## src/rtl/fp_normalize_if.sv

```systemverilog
`timescale 1ns/1ps
// fp_normalize_if: start/busy/done handshake and operand/result bus for fp_normalize.
// Signals: norm_start/in_sign/in_exp/in_frac (request side), norm_result and
//          norm_busy/norm_done/norm_overflow/norm_underflow (response side).
// master = requester (add/sub stage or bench), slave = fp_normalize.
interface fp_normalize_if;
  logic        norm_start;
  logic        in_sign;
  logic [7:0]  in_exp;
  logic [26:0] in_frac;
  logic [31:0] norm_result;
  logic        norm_busy;
  logic        norm_done;
  logic        norm_overflow;
  logic        norm_underflow;

  modport master (
    output norm_start, in_sign, in_exp, in_frac,
    input  norm_result, norm_busy, norm_done, norm_overflow, norm_underflow
  );

  modport slave (
    input  norm_start, in_sign, in_exp, in_frac,
    output norm_result, norm_busy, norm_done, norm_overflow, norm_underflow
  );
endinterface

```

## src/rtl/fp_normalize.sv

```systemverilog
`timescale 1ns/1ps
// fp_normalize: iterative post-add normalize, round-to-nearest-even and IEEE-754 single pack.
// Latency: done after edge 2+n (n = SHIFT-state shifts), zero input after edge 0; worst case 27.
// Backpressure: none; norm_start is only sampled in IDLE, ignored while busy (no queuing).
// Ports: clk, n_rst (async active-low), bus (fp_normalize_if.slave: start/operands in,
//        result/busy/done/overflow/underflow out).
// Build option: FP_NORM_DENORM_EN defined produces subnormal results at the exponent
//        floor; undefined flushes them to signed zero.
module fp_normalize (
  input  logic           clk,
  input  logic           n_rst,
  fp_normalize_if.slave  bus
);

  typedef enum logic [1:0] {S_IDLE, S_SHIFT, S_ROUND, S_DONE} state_t;

  state_t      state_q, state_d;
  logic [26:0] sig_q, sig_d;      // [26] carry, [25] hidden, [24:2] frac, [1] guard, [0] sticky
  logic [8:0]  e_q, e_d;          // bit 8 catches carry past 255
  logic        sgn_q, sgn_d;
  logic [31:0] result_q, result_d;
  logic        ovf_q, ovf_d;
  logic        unf_q, unf_d;

  logic        round_up;
  logic [26:0] sig_rnd;
  logic [26:0] sig_fin;
  logic [8:0]  e_fin;
  logic [7:0]  exp_field;

  always_ff @(posedge clk or negedge n_rst) begin
    if (!n_rst) begin
      state_q  <= S_IDLE;
      sig_q    <= '0;
      e_q      <= '0;
      sgn_q    <= 1'b0;
      result_q <= '0;
      ovf_q    <= 1'b0;
      unf_q    <= 1'b0;
    end else begin
      state_q  <= state_d;
      sig_q    <= sig_d;
      e_q      <= e_d;
      sgn_q    <= sgn_d;
      result_q <= result_d;
      ovf_q    <= ovf_d;
      unf_q    <= unf_d;
    end
  end

  always_comb begin
    // Rounding datapath, only consumed in ROUND.
    round_up = sig_q[1] & (sig_q[0] | sig_q[2]);
    sig_rnd  = sig_q + (round_up ? 27'd4 : 27'd0);
    if (sig_rnd[26]) begin
      // Mantissa overflowed by rounding: renormalize right, keeping sticky.
      sig_fin = {1'b0, sig_rnd[26:2], sig_rnd[1] | sig_rnd[0]};
      e_fin   = e_q + 9'd1;
    end else begin
      sig_fin = sig_rnd;
      e_fin   = e_q;
    end
`ifdef FP_NORM_DENORM_EN
    // Entering ROUND without the hidden bit means we stopped at the exponent
    // floor: field is 0 (subnormal) unless rounding promoted it into the hidden bit.
    if (!sig_q[25]) begin
      exp_field = {7'd0, sig_fin[25]};
    end else begin
      exp_field = e_fin[7:0];
    end
`else
    exp_field = e_fin[7:0];
`endif

    state_d  = state_q;
    sig_d    = sig_q;
    e_d      = e_q;
    sgn_d    = sgn_q;
    result_d = result_q;
    ovf_d    = ovf_q;
    unf_d    = unf_q;

    case (state_q)
      S_IDLE: begin
        if (bus.norm_start) begin
          ovf_d = 1'b0;
          unf_d = 1'b0;
          if (bus.in_frac == 27'd0) begin
            result_d = {bus.in_sign, 31'd0};
            state_d  = S_DONE;
          end else begin
            sig_d   = bus.in_frac;
            e_d     = {1'b0, bus.in_exp};
            sgn_d   = bus.in_sign;
            state_d = S_SHIFT;
          end
        end
      end
      S_SHIFT: begin
        if (sig_q[26]) begin
          sig_d = {1'b0, sig_q[26:2], sig_q[1] | sig_q[0]};
          e_d   = e_q + 9'd1;
        end else if (sig_q[25]) begin
          state_d = S_ROUND;
        end else if (e_q <= 9'd1) begin
`ifdef FP_NORM_DENORM_EN
          state_d = S_ROUND;
`else
          result_d = {sgn_q, 31'd0};
          unf_d    = 1'b1;
          state_d  = S_DONE;
`endif
        end else begin
          sig_d = {sig_q[25:0], 1'b0};
          e_d   = e_q - 9'd1;
        end
      end
      S_ROUND: begin
        sig_d = sig_fin;
        e_d   = e_fin;
        if (e_fin >= 9'd255) begin
          result_d = {sgn_q, 8'hFF, 23'd0};
          ovf_d    = 1'b1;
        end else begin
          result_d = {sgn_q, exp_field, sig_fin[24:2]};
`ifdef FP_NORM_DENORM_EN
          unf_d    = (exp_field == 8'd0);
`endif
        end
        state_d = S_DONE;
      end
      S_DONE: begin
        state_d = S_IDLE;
      end
      default: begin
        state_d = S_IDLE;
      end
    endcase
  end

  assign bus.norm_result    = result_q;
  assign bus.norm_busy      = (state_q != S_IDLE);
  assign bus.norm_done      = (state_q == S_DONE);
  assign bus.norm_overflow  = ovf_q;
  assign bus.norm_underflow = unf_q;

endmodule

```

## src/flat_wrapper.sv

```systemverilog
// flat-port wrapper written by rule: the top's interface ports become plain ports
module fp_normalize_flat 
  (clk, n_rst, bus_norm_start, bus_in_sign, bus_in_exp, bus_in_frac, bus_norm_result, bus_norm_busy, bus_norm_done, bus_norm_overflow, bus_norm_underflow);
  fp_normalize_if bus_i ();
  input  logic clk;
  input  logic n_rst;
  input wire logic [$bits(bus_i.norm_start)-1:0] bus_norm_start;
  input wire logic [$bits(bus_i.in_sign)-1:0] bus_in_sign;
  input wire logic [$bits(bus_i.in_exp)-1:0] bus_in_exp;
  input wire logic [$bits(bus_i.in_frac)-1:0] bus_in_frac;
  output wire logic [$bits(bus_i.norm_result)-1:0] bus_norm_result;
  output wire logic [$bits(bus_i.norm_busy)-1:0] bus_norm_busy;
  output wire logic [$bits(bus_i.norm_done)-1:0] bus_norm_done;
  output wire logic [$bits(bus_i.norm_overflow)-1:0] bus_norm_overflow;
  output wire logic [$bits(bus_i.norm_underflow)-1:0] bus_norm_underflow;
  assign bus_i.norm_start = bus_norm_start;
  assign bus_i.in_sign = bus_in_sign;
  assign bus_i.in_exp = bus_in_exp;
  assign bus_i.in_frac = bus_in_frac;
  assign bus_norm_result = bus_i.norm_result;
  assign bus_norm_busy = bus_i.norm_busy;
  assign bus_norm_done = bus_i.norm_done;
  assign bus_norm_overflow = bus_i.norm_overflow;
  assign bus_norm_underflow = bus_i.norm_underflow;
  fp_normalize u_core (.clk(clk), .n_rst(n_rst), .bus(bus_i));
endmodule
```

## config.mk

```make
export PLATFORM = sky130hd
export DESIGN_NAME = fp_normalize_flat
export DESIGN_NICKNAME = d
export VERILOG_FILES = /design/src/rtl/fp_normalize_if.sv /design/src/rtl/fp_normalize.sv /design/src/flat_wrapper.sv
export SDC_FILE = /design/constraint.sdc
export NUM_CORES = 1
export LEC_CHECK = 0
export CAP_MARGIN = 20
export CORE_ASPECT_RATIO = 0.7
export CORE_UTILIZATION = 40
export CTS_BUF_LIST = sky130_fd_sc_hd__clkbuf_4
export CTS_CLUSTER_DIAMETER = 30
export DETAILED_ROUTE_END_ITERATION = 6
export GPL_ROUTABILITY_DRIVEN = 0
export PLACE_DENSITY_LB_ADDON = 0.05
export SYNTH_ARGS = -nofsm -noshare
export SYNTH_HDL_FRONTEND = slang
export SYNTH_SLANG_ARGS = --single-unit
```

## constraint.sdc

```tcl
create_clock -name clk -period 3.6 [get_ports clk]
set_input_delay 0.36 -clock clk [delete_from_list [all_inputs] [get_ports clk]]
set_output_delay 0.36 -clock clk [all_outputs]
set_load 0.01 [all_outputs]
```

==> results of run 1 <==
flip-flops by register name, indices dropped and copies added, names as in the netlist:
| register | flops |
|---|---|
| u_core.bus.norm_result | 32 |
| u_core.sig_q | 27 |
| u_core.e_q | 9 |
| u_core.state_q | 2 |
| u_core.bus.norm_overflow | 1 |
| u_core.bus.norm_underflow | 1 |
| u_core.sgn_q | 1 |
cell families (layout without fill, tap and decap cells):
family	Yosys count	after routing	share of synthesized area [%]
AOI/OAI and AO/OA	203	203	27.6
xor gates and xnor gates	34	34	5.77
adders and majority gates	9	9	2.13
buffers and inverters	78	133	6.05
DFF	73	73	34.5
muxes	18	18	3.50
and+or+nand+nor	208	208	20.4
per-layer routing:
layer / global-route usage, % / vias up / wire, um
li1: - / 2434 / -
met1: 42.0 / 2526 / 8810
met2: 33.7 / 237 / 6410
met3: 6.87 / 19 / 1580
met4: 5.38 / 0 / 201
met5: 0 / - / 0
cells in the mapped netlist (3+ instances only):
master and count:
nor4_1 15, xor2_1 17, or3_1 3, buf_2 10, inv_1 18, a211oi_1 8, and3_1 11, nand2_1 80
mux2i_1 16, o221ai_1 5, nand4_1 11, and4_1 4, a221o_1 21, a32o_1 4, a221oi_1 8, nor3_1 12
dfrtp_1 73, and2_1 6, a22o_1 21, nor2_1 27, a31oi_1 10, o31ai_1 7, nand3_1 18, xnor2_1 16
nand2b_1 5, o21ai_1 17, a21oi_1 16, ha_1 9, a21oi_2 4, clkbuf_1 46, o22ai_1 16, o21ai_0 38
worst register-to-register path, stage by stage, from the launching register on:
cell and delay [ps]:
dfrtp_1 500, and2_1 170, ha_1 270, and4_1 310, and4_1 250, a21oi_2 160, nor2_4 580, nand2_1 100
a221oi_1 590, o22ai_1 180
final cells by class:
cell class	count	area, um2
tap	162	203
fill	1204	6320
clock buffer	9	67.6
multi-input combinational	472	3150
inverter	19	71.3
timing repair buffer	98	918
clock inverter	7	70.1
sequential	73	1830
power by group through the flow:
stage          clock network, W  registers [W]  logic [W]
2_1_floorplan                 0        0.00140    0.00261
3_3_place_gp                  0        0.00166    0.00342
3_5_place_dp                  0        0.00166    0.00345
4_1_cts                0.000567        0.00165    0.00347
5_1_grt                0.000602        0.00173    0.00386
6_report               0.000551        0.00167    0.00351
metrics by stage:
| step | hold slack, ps | worst slack [ps] | total power (W) | util (%) |
|---|---|---|---|---|
| after floorplan | 64.4 | 1060 | 0.00401 | - |
| after global placement | 465 | 249 | 0.00507 | 48.9 |
| after detailed placement | 467 | 203 | 0.00512 | 48.9 |
| after CTS | 76.6 | 411 | 0.00568 | 50.0 |
| after global routing | 99.6 | 228 | 0.00618 | 50.0 |
| final | 25.6 | 365 | 0.00573 | 50.0 |
worst max path at each step:
stage	slack (ps)	cells past startpoint	end
3_3_place_gp	250	9	u_core.bus.norm_result[1]
2_1_floorplan	1060	10	u_core.bus.norm_result[10]
5_1_grt	230	11	u_core.bus.norm_result[9]
3_5_place_dp	200	9	u_core.bus.norm_result[1]
6_report	370	9	u_core.sig_q[25]
4_1_cts	410	11	u_core.bus.norm_result[18]
==> summary.txt, run 1 <==
Clocking
  • CTS tree: built
  • Clock Root Buffer: clkbuf_4
  • CTS resizes: 0
  • Clk slew on worst S/H paths: 140 ps
  • CTS Buf Count: 9
  • CTS Buffer Depth: 2
  • Hold buffers post-CTS: 0
  • Clk_lat worst skew: 450 ps
  • H-tree levels: 3
  • Post-CTS setup buffers: 0
  • # clock sinks: 73

Critical path
  • FF-to-FF End: u_core.sig_q[25]
  • Worst setup startpoint: u_core.sig_q[1]
  • CP Launch Type: flop
  • Worst R2R Path Depth: 9
  • Crit-path max cell delay: 590 ps
  • CP Capture Type: flop
  • Crit path required time: 3920 ps
  • Worst path slowest cell: a221oi_1
  • RR Startpoint: u_core.sig_q[1]
  • Critical Path AT: 3550 ps
  • Crit path max-delay family: simple AND/OR/NAND/NOR gates
  • Worst Path Max Fanout: 19
  • Setup slack, reg-to-reg: 370 ps
  • Crit path kind: reg -> reg
  • Cells along the critical path: and2_1, ha_1, and4_1, and4_1, a21oi_2, nor2_4, nand2_1, a221oi_1, o22ai_1
  • Critical Path Most Common Cell: and4_1
  • CP Buf/Inv Count: 0

Detailed routing
  • Starting DRT DRC Count: 571
  • Wire per inst: 20.2 um
  • TritonRoute pass-1 iters: 5
  • Post-DRT Antenna Nets: 0
  • Final wirelength: 17,000 um
  • Vias per inst: roughly 6.2
  • Remaining routing DRC violations: 0
  • Vias: 5,216

Placed design
  • Number of port buffers: 74
  • Cells after DPL: approximately 800
  • Placed instance area: 6170 um2
  • Post-DP HPWL: 12,000 um

Timing
  • Slew Viols, Final: 0
  • Crit path time final: 3230 ps
  • RSZ-0062 raised after global routing: false
  • Period utilization: 89.9%
  • Fmax: roughly 0.31 GHz
  • Worst-Margin Slew: 982 ps
  • Final setup violating endpoints: 0
  • Fin. Hold Viols: 0
  • Total negative slack: 0 ps
  • Clk_skew: 12.5 ps
  • Slew headroom: about a third

Power
  • Clock share of power: 9.6%
  • VDD IR-drop max: 0.000711 V
  • Sw frac: 51.4%
  • Lkg Pwr: 2.56 nW
  • Sw Pwr: 0.00294 W
  • P per Cell Area: 907 nW/um2
  • Int Pwr: 0.00279 W
  • Comb power frac: 61.3%
  • Flop pwr share: between 20 and 30%

Synth
  • Post-synth EDFFs: 0
  • Share of flip-flops with an asynchronous set or reset: 100%
  • Area leader, netlist: dfrtp_1
  • Sequential share of the synthesized area: 34.5%
  • Mean Syn Cell Area: 8.49 um2
  • Yosys top cell area share: 34.5%
  • Post-Syn Instances: 623
  • Mapped cell area: 5290 um2
  • Seq cells post-synth: 73
  • Top_reg_cell synth: dfrtp_1
  • Synth unique cells: 73
  • Synth top area cells: dfrtp_1, nand2_1, a221o_1
  • Synthesis warning total: 0
  • Post-synth net total: 671

GRT
  • Total GRT Usage: 26.1%
  • Vias in the first global route: just under 5,000
  • Initial antenna violation count: 0
  • Pin count of the biggest net entering global routing: 74
  • First-pass GRT wire length: 27,800 um
  • GR Overflow Total: 0

Die
  • Die Area: about 14,000 um2
  • I/O Pins: 75
  • Row count: 34
  • Die Wd: 139 um
  • Initial Util: 41.9%
  • Die height: 98.2 um
  • Core area: 12,600 um2

Run status
  • Outcome: finished clean

Cells and area
  • Layout cells sized above 1: 9.29%
  • Area grow syn2layout: 19.3%
  • Most common cell after layout, fill and taps aside: nand2_1
  • Most frequent cells in the layout: nand2_1, clkdlybuf4s50_1, dfrtp_1
  • Fin area: 6310 um2
  • # diodes: 0
  • Post-route insts no fill: between 800 and 900
  • # nets final: 721

Min path
  • HP Class: in -> async

Job
  • Maxcap violations: 0
Note: power is estimated with default switching activity, not from simulation.
==> run 2, diff against run 1 <==
- CORE_UTILIZATION: 40 -> 55
- REMOVE_ABC_BUFFERS: default -> 1
==> summary.txt, run 2 (synthesis gave the netlist of run 1 again) <==
Timing
  • Slew headroom: 37.6% (+3.1 points)
  • Crit path time final: 3340 ps (+102 ps)
  • Clk_skew: 25.0 ps (+12.5 ps)
  • Post-route worst setup slack: 263 ps (-102 ps)
  • Worst-Margin Slew: 936 ps (-46.4 ps)
  • Final setup violating endpoints: 0 (unchanged)
  • Slew Viols, Final: 0 (unchanged)
  • Fmax: 0.300 GHz (-3.1%)
  • RSZ-0062 raised after global routing: false
  • Period utilization: 92.7% (+2.8 points)
  • Fin. Hold Viols: 0 (unchanged)

Clocking
  • CTS tree: built
  • Post-CTS setup buffers: 0 (unchanged)
  • Clk slew on worst S/H paths: 140 ps (about the same)
  • H-tree levels: 3 (unchanged)
  • Hold buffers post-CTS: 0 (unchanged)
  • Clk_lat worst skew: 460 ps (about the same)
  • # clock sinks: 73 (unchanged)
  • Clock Root Buffer: clkbuf_4
  • CTS Buf Count: 9 (unchanged)
  • CTS Buffer Depth: 2 (unchanged)

Cells and area
  • Layout cells sized above 1: 9.04% (-0.25 points)
  • Fin area: 6230 um2 (-1.2%)
  • # nets final: 718 (-0.42%)
  • Largest register FFs: 32 (unchanged)
  • Most frequent cells in the layout: nand2_1, clkdlybuf4s50_1, dfrtp_1
  • Fillcell total: 790 (-34%)
  • Multi-input logic area: 3170 um2 (+0.36%)
  • Register area: 1830 um2 (unchanged)
  • # diodes: 0 (unchanged)
  • Post-route insts no fill: 799 (-4.9%)
  • Area grow syn2layout: 17.8%
  • Layout Utilization: 67.6% (+18 points)
  • Most common cell after layout, fill and taps aside: nand2_1

Detailed routing
  • Wire per inst: 20.1 um (-0.48%)
  • Starting DRT DRC Count: 723 (+27%)
  • Vias: 5,327 (+2.1%)
  • Final wirelength: 16,100 um (-5.3%)
  • TritonRoute pass-1 iters: 7 (+2)
  • Remaining routing DRC violations: 3 (+3)
  • Post-DRT Antenna Nets: 0 (unchanged)
  • Vias per inst: 6.67 (+7.4%)

GRT
  • GR Overflow Total: 0 (unchanged)
  • Vias in the first global route: 4,895 (+0.64%)
  • Initial antenna violation count: 0 (unchanged)
  • First-pass GRT wire length: 26,400 um (-4.9%)
  • Pin count of the biggest net entering global routing: 74 (unchanged)
  • Total GRT Usage: 33.8% (+7.6 points)

Die
  • Die Wd: 119 um (-15%)
  • Row count: 29 (-15%)
  • Die height: 84.1 um (-14%)
  • Core area: 9220 um2 (-27%)
  • Die Area: 10,000 um2 (-27%)
  • Initial Util: 57.4% (+16 points)
  • I/O Pins: 75 (unchanged)

Critical path
  • CP Capture Type: flop
  • Cells along the critical path: and2_1, ha_1, and4_1, and4_1, nand3_1, buf_4, nand2_2, o21ai_1, a311oi_4, buf_4, a22o_1
  • Crit path kind: reg -> reg
  • Crit path required time: 4000 ps (+80 ps)
  • Worst path slowest cell: a311oi_4
  • Critical Path AT: 3740 ps (+190 ps)
  • CP Launch Type: flop
  • Worst Path Max Fanout: 13 (-6)
  • Crit path max-delay family: simple AND/OR/NAND/NOR gates
  • CP Buf/Inv Count: 2 (+2)
  • Crit-path max cell delay: 530 ps (-60 ps)

Placed design
  • Post-place setup slack: -31.8 ps (-234 ps)
  • Placed instance area: 6100 um2 (-1.1%)
  • Number of port buffers: 74 (unchanged)
  • Cells after DPL: 783 (-5.0%)
  • Post-DP HPWL: 11,100 um (-7.9%)

Run status
  • Outcome: complete, but fails checks
  • Failing checks: design-rule violations

Power
  • P per Cell Area: 904 nW/um2 (-0.40%)
  • Lkg Pwr: 2.55 nW (-0.53%)
  • VDD IR-drop max: 0.000524 V (-26%)

Min path
  • HP Class: in -> async

Job
  • Maxcap violations: 0 (unchanged)
run 2: layout make-up:
cell class | count | area share (%)
well taps | 124 | 2.49
clock inverters | 6 | 0.683
repair buffers | 95 | 14.4
inverters | 19 | 1.14
clock buffers | 10 | 1.20
flip-flops and latches | 73 | 29.3
multi-input cells | 472 | 50.8
run 2: repair_timing:
action,in CTS,in global routing
resized for setup,0,1
endpoints found under the hold margin,0,0
setup endpoints to repair,0,13
run 2: worst register-to-register path, stage by stage (launching register included):
cell and delay [ps]:
dfrtp_1 500, and2_1 170, ha_1 250, and4_1 300
and4_1 250, nand3_1 320, buf_4 300, nand2_2 70
o21ai_1 120, a311oi_4 530, buf_4 310, a22o_1 170
run 2: power by group:
| part | leakage (nW) | internal, W | switching, W | total [W] |
|---|---|---|---|---|
| logic | 1.54 | 0.00142 | 0.00204 | 0.00347 |
| clock network | 0.0628 | 0.000150 | 0.000332 | 0.000482 |
| registers | 0.949 | 0.00115 | 0.000532 | 0.00168 |
run 2: final timing paths:
kind	depth (start not counted)	end	startpoint	slack [ps]
worst max-delay path	11	u_core.bus.norm_result[4]	u_core.sig_q[1]	260
worst min-delay path	1	u_core.sig_q[15]	n_rst	40
worst min register to register	2	u_core.bus.norm_result[25]	u_core.bus.norm_result[25]	480
max in group asynchronous	1	u_core.e_q[6]	n_rst	2950
worst max register to register	11	u_core.bus.norm_result[4]	u_core.sig_q[1]	260
min in group clk	2	u_core.bus.norm_result[25]	u_core.bus.norm_result[25]	480
run 2: routing by layer:
layer / GRT usage, % / share of wire [%] / up-vias
met5: 0 / 0 / -
met4: 9.90 / 1.9 / 0
met3: 7.45 / 12 / 29
met2: 46.8 / 41 / 361
met1: 51.6 / 45 / 2503
li1: - / - / 2434
run 2: metrics by stage:
step	total power, W	hold WS [ps]	TNS [ps]
finish	0.00563	37.0	0
global route	0.00604	98.1	0
CTS	0.00554	60.3	0
detailed placement	0.00504	457	-301
global placement	0.00495	449	-4.24
floorplan	0.00380	64.4	0
==> run 3, diff against run 2 <==
- TNS_END_PERCENT: default -> 30
- clock period: 3.6 -> 3.2 ns (I/O delays scaled with it)
==> summary.txt, run 3 (synthesis gave the netlist of run 1 again) <==
Timing
  • Clk_skew: 22.2 ps (-2.77 ps)
  • Fin. Hold Viols: 0 (unchanged)
  • Crit path time final: 3040 ps (-296 ps)
  • Worst-Margin Slew: 960 ps (+24.0 ps)
  • Post-route worst setup slack: 159 ps (-104 ps)
  • Period utilization: 95.0% (+2.3 points)
  • Final setup violating endpoints: 0 (unchanged)
  • Slew Viols, Final: 0 (unchanged)
  • Slew headroom: 36.0% (-1.6 points)
  • Fmax: 0.329 GHz (+9.7%)
  • RSZ-0062 raised after global routing: false

Placed design
  • Post-place setup slack: -63.2 ps (-31.4 ps)
  • Number of port buffers: 74 (unchanged)
  • Post-DP HPWL: 11,400 um (+3.2%)

Power
  • Flop pwr share: 27.3% (-2.5 points)
  • Comb power frac: 62.3% (+0.7 points)
  • Clock share of power: 10.4% (+1.8 points)
  • Sw frac: 49.4% (-2.3 points)
  • Total Power: 0.00667 W (+19%)
  • P per Cell Area: 1040 nW/um2 (+15%)
  • Int Pwr: 0.00338 W (+24%)
  • VDD IR-drop max: 0.000991 V (+89%)
  • Lkg Pwr: 2.67 nW (+4.6%)
  • Sw Pwr: 0.00329 W (+13%)

Critical path
  • FF-to-FF End: u_core.bus.norm_result[22]
  • Worst R2R Path Depth: 10 (-1)
  • Crit path kind: reg -> reg
  • RR Startpoint: u_core.sig_q[1]
  • CP Launch Type: flop
  • Setup slack, reg-to-reg: 160 ps (-100 ps)
  • CP Capture Type: flop
  • Worst Path Max Fanout: 20 (+7)
  • Crit path required time: 3550 ps (-450 ps)
  • Critical Path AT: 3390 ps (-350 ps)

Job
  • Maxcap violations: 0 (unchanged)

Clocking
  • Clk slew on worst S/H paths: 130 ps (about the same)
  • H-tree levels: 3 (unchanged)
  • # clock sinks: 73 (unchanged)
  • Hold buffers post-CTS: 0 (unchanged)
  • CTS Buf Count: 9 (unchanged)
  • CTS tree: built
  • CTS Buffer Depth: 2 (unchanged)
  • Clk_lat worst skew: 450 ps (about the same)
  • Clock Root Buffer: clkbuf_4

Cells and area
  • Area grow syn2layout: 21.6%
  • Layout cells sized above 1: 11.5% (+2.5 points)
  • # nets final: 736 (+2.5%)
  • Most frequent cells in the layout: nand2_1, clkdlybuf4s50_1, dfrtp_1
  • Largest register FFs: 32 (unchanged)
  • Most common cell after layout, fill and taps aside: nand2_1
  • # diodes: 0 (unchanged)

Die
  • Die Area: 10,000 um2 (unchanged)
  • Initial Util: 57.4% (unchanged)
  • Row count: 29 (unchanged)
  • Die height: 84.1 um (unchanged)
  • Die Wd: 119 um (unchanged)
  • Core area: 9220 um2 (unchanged)
  • I/O Pins: 75 (unchanged)

Min path
  • HP Class: in -> async

GRT
  • Vias in the first global route: 4,926 (+0.63%)
  • Pin count of the biggest net entering global routing: 74 (unchanged)
  • First-pass GRT wire length: 26,200 um (-0.96%)
  • GR Overflow Total: 0 (unchanged)
  • Total GRT Usage: 33.6% (-0.11 points)
  • Initial antenna violation count: 0 (unchanged)

Detailed routing
  • Wire per inst: 19.8 um (-1.9%)
  • Vias: 5,351 (+0.45%)
  • Vias per inst: 6.55 (-1.8%)
  • Post-DRT Antenna Nets: 0 (unchanged)
  • TritonRoute pass-1 iters: 5 (-2)
  • Final wirelength: 16,100 um (+0.29%)
  • Remaining routing DRC violations: 0 (-3)
  • Starting DRT DRC Count: 800 (+11%)

Run status
  • Outcome: finished clean
[run 3: cell count changes in the layout (fill, tap and decap cells not counted), sizes merged]
| cell | previous run | this run |
|---|---|---|
| clkinvlp | 2 | 1 |
| buf | 22 | 40 |
| bufinv | 0 | 2 |
| clkinv | 4 | 3 |
[run 3: stage by stage]
stage	area, um2	TNS [ps]	instances	hold WS (ps)	utilization [%]
after floorplan	5040	-9190	564	24.4	-
after global placement	6260	-573	801	452	68.0
after detailed placement	6260	-879	801	465	68.0
after CTS	6430	0	817	31.9	69.8
after global routing	6430	0	817	73.6	69.8
final	6430	0	817	7.94	69.8
[run 3: area by class of cell]
type | instances | area, um2
Fill cell | 739 | 2780
Timing Repair Buffer | 113 | 1060
Tap cell | 124 | 155
Multi-Input combinational cell | 472 | 3160
Clock inverter | 6 | 90.1
Inverter | 19 | 71.3
Sequential cell | 73 | 1830
Clock buffer | 10 | 75.1
[run 3: critical path, stage by stage, from the launching register on]
cell      delay, ps
dfrtp_1         480
and2_1          160
ha_1            160
and4_1          290
and4_1          260
nand3_1         270
a21boi_2        330
mux2i_2         400
a311oi_2        190
buf_12          200
a31o_1          210
[run 3: repair_timing]
| action | in CTS | in global routing |
|---|---|---|
| setup endpoints to repair | 0 | 4 |
| setup buffers | 0 | 0 |
| resized for setup | 0 | 1 |
[run 3: worst max path at each step]
stage	start	endpoint	slack, ps	cells after the start
global route	u_core.sig_q[1]	u_core.bus.norm_result[22]	50	10
finish	u_core.sig_q[1]	u_core.bus.norm_result[22]	160	10
CTS	u_core.sig_q[11]	u_core.bus.norm_result[1]	170	7
global placement	bus_in_frac[19]	u_core.bus.norm_result[22]	-40	9
floorplan	u_core.state_q[1]	u_core.sig_q[14]	-320	7
detailed placement	bus_in_frac[16]	u_core.bus.norm_result[14]	-60	9
[run 3: per-layer routing]
layer  wire length (um)  GRT usage [%]  part of all wire [%]  up-vias
li1                   -              -                     -     2466
met1               7080           50.8                    44     2502
met2               6790           47.0                    42      356
met3               2010           8.74                    12       27
met4                254           8.98                   1.6        0
met5                  0              0                     0        -
[run 3: power groups by stage]
stage / sequential (W) / combinational [W] / clock [W]
2_1_floorplan: 0.00180 / 0.00248 / 0
3_3_place_gp: 0.00179 / 0.00398 / 0
5_1_grt: 0.00188 / 0.00451 / 0.000749
4_1_cts: 0.00180 / 0.00410 / 0.000707
6_report: 0.00182 / 0.00416 / 0.000692
3_5_place_dp: 0.00182 / 0.00408 / 0
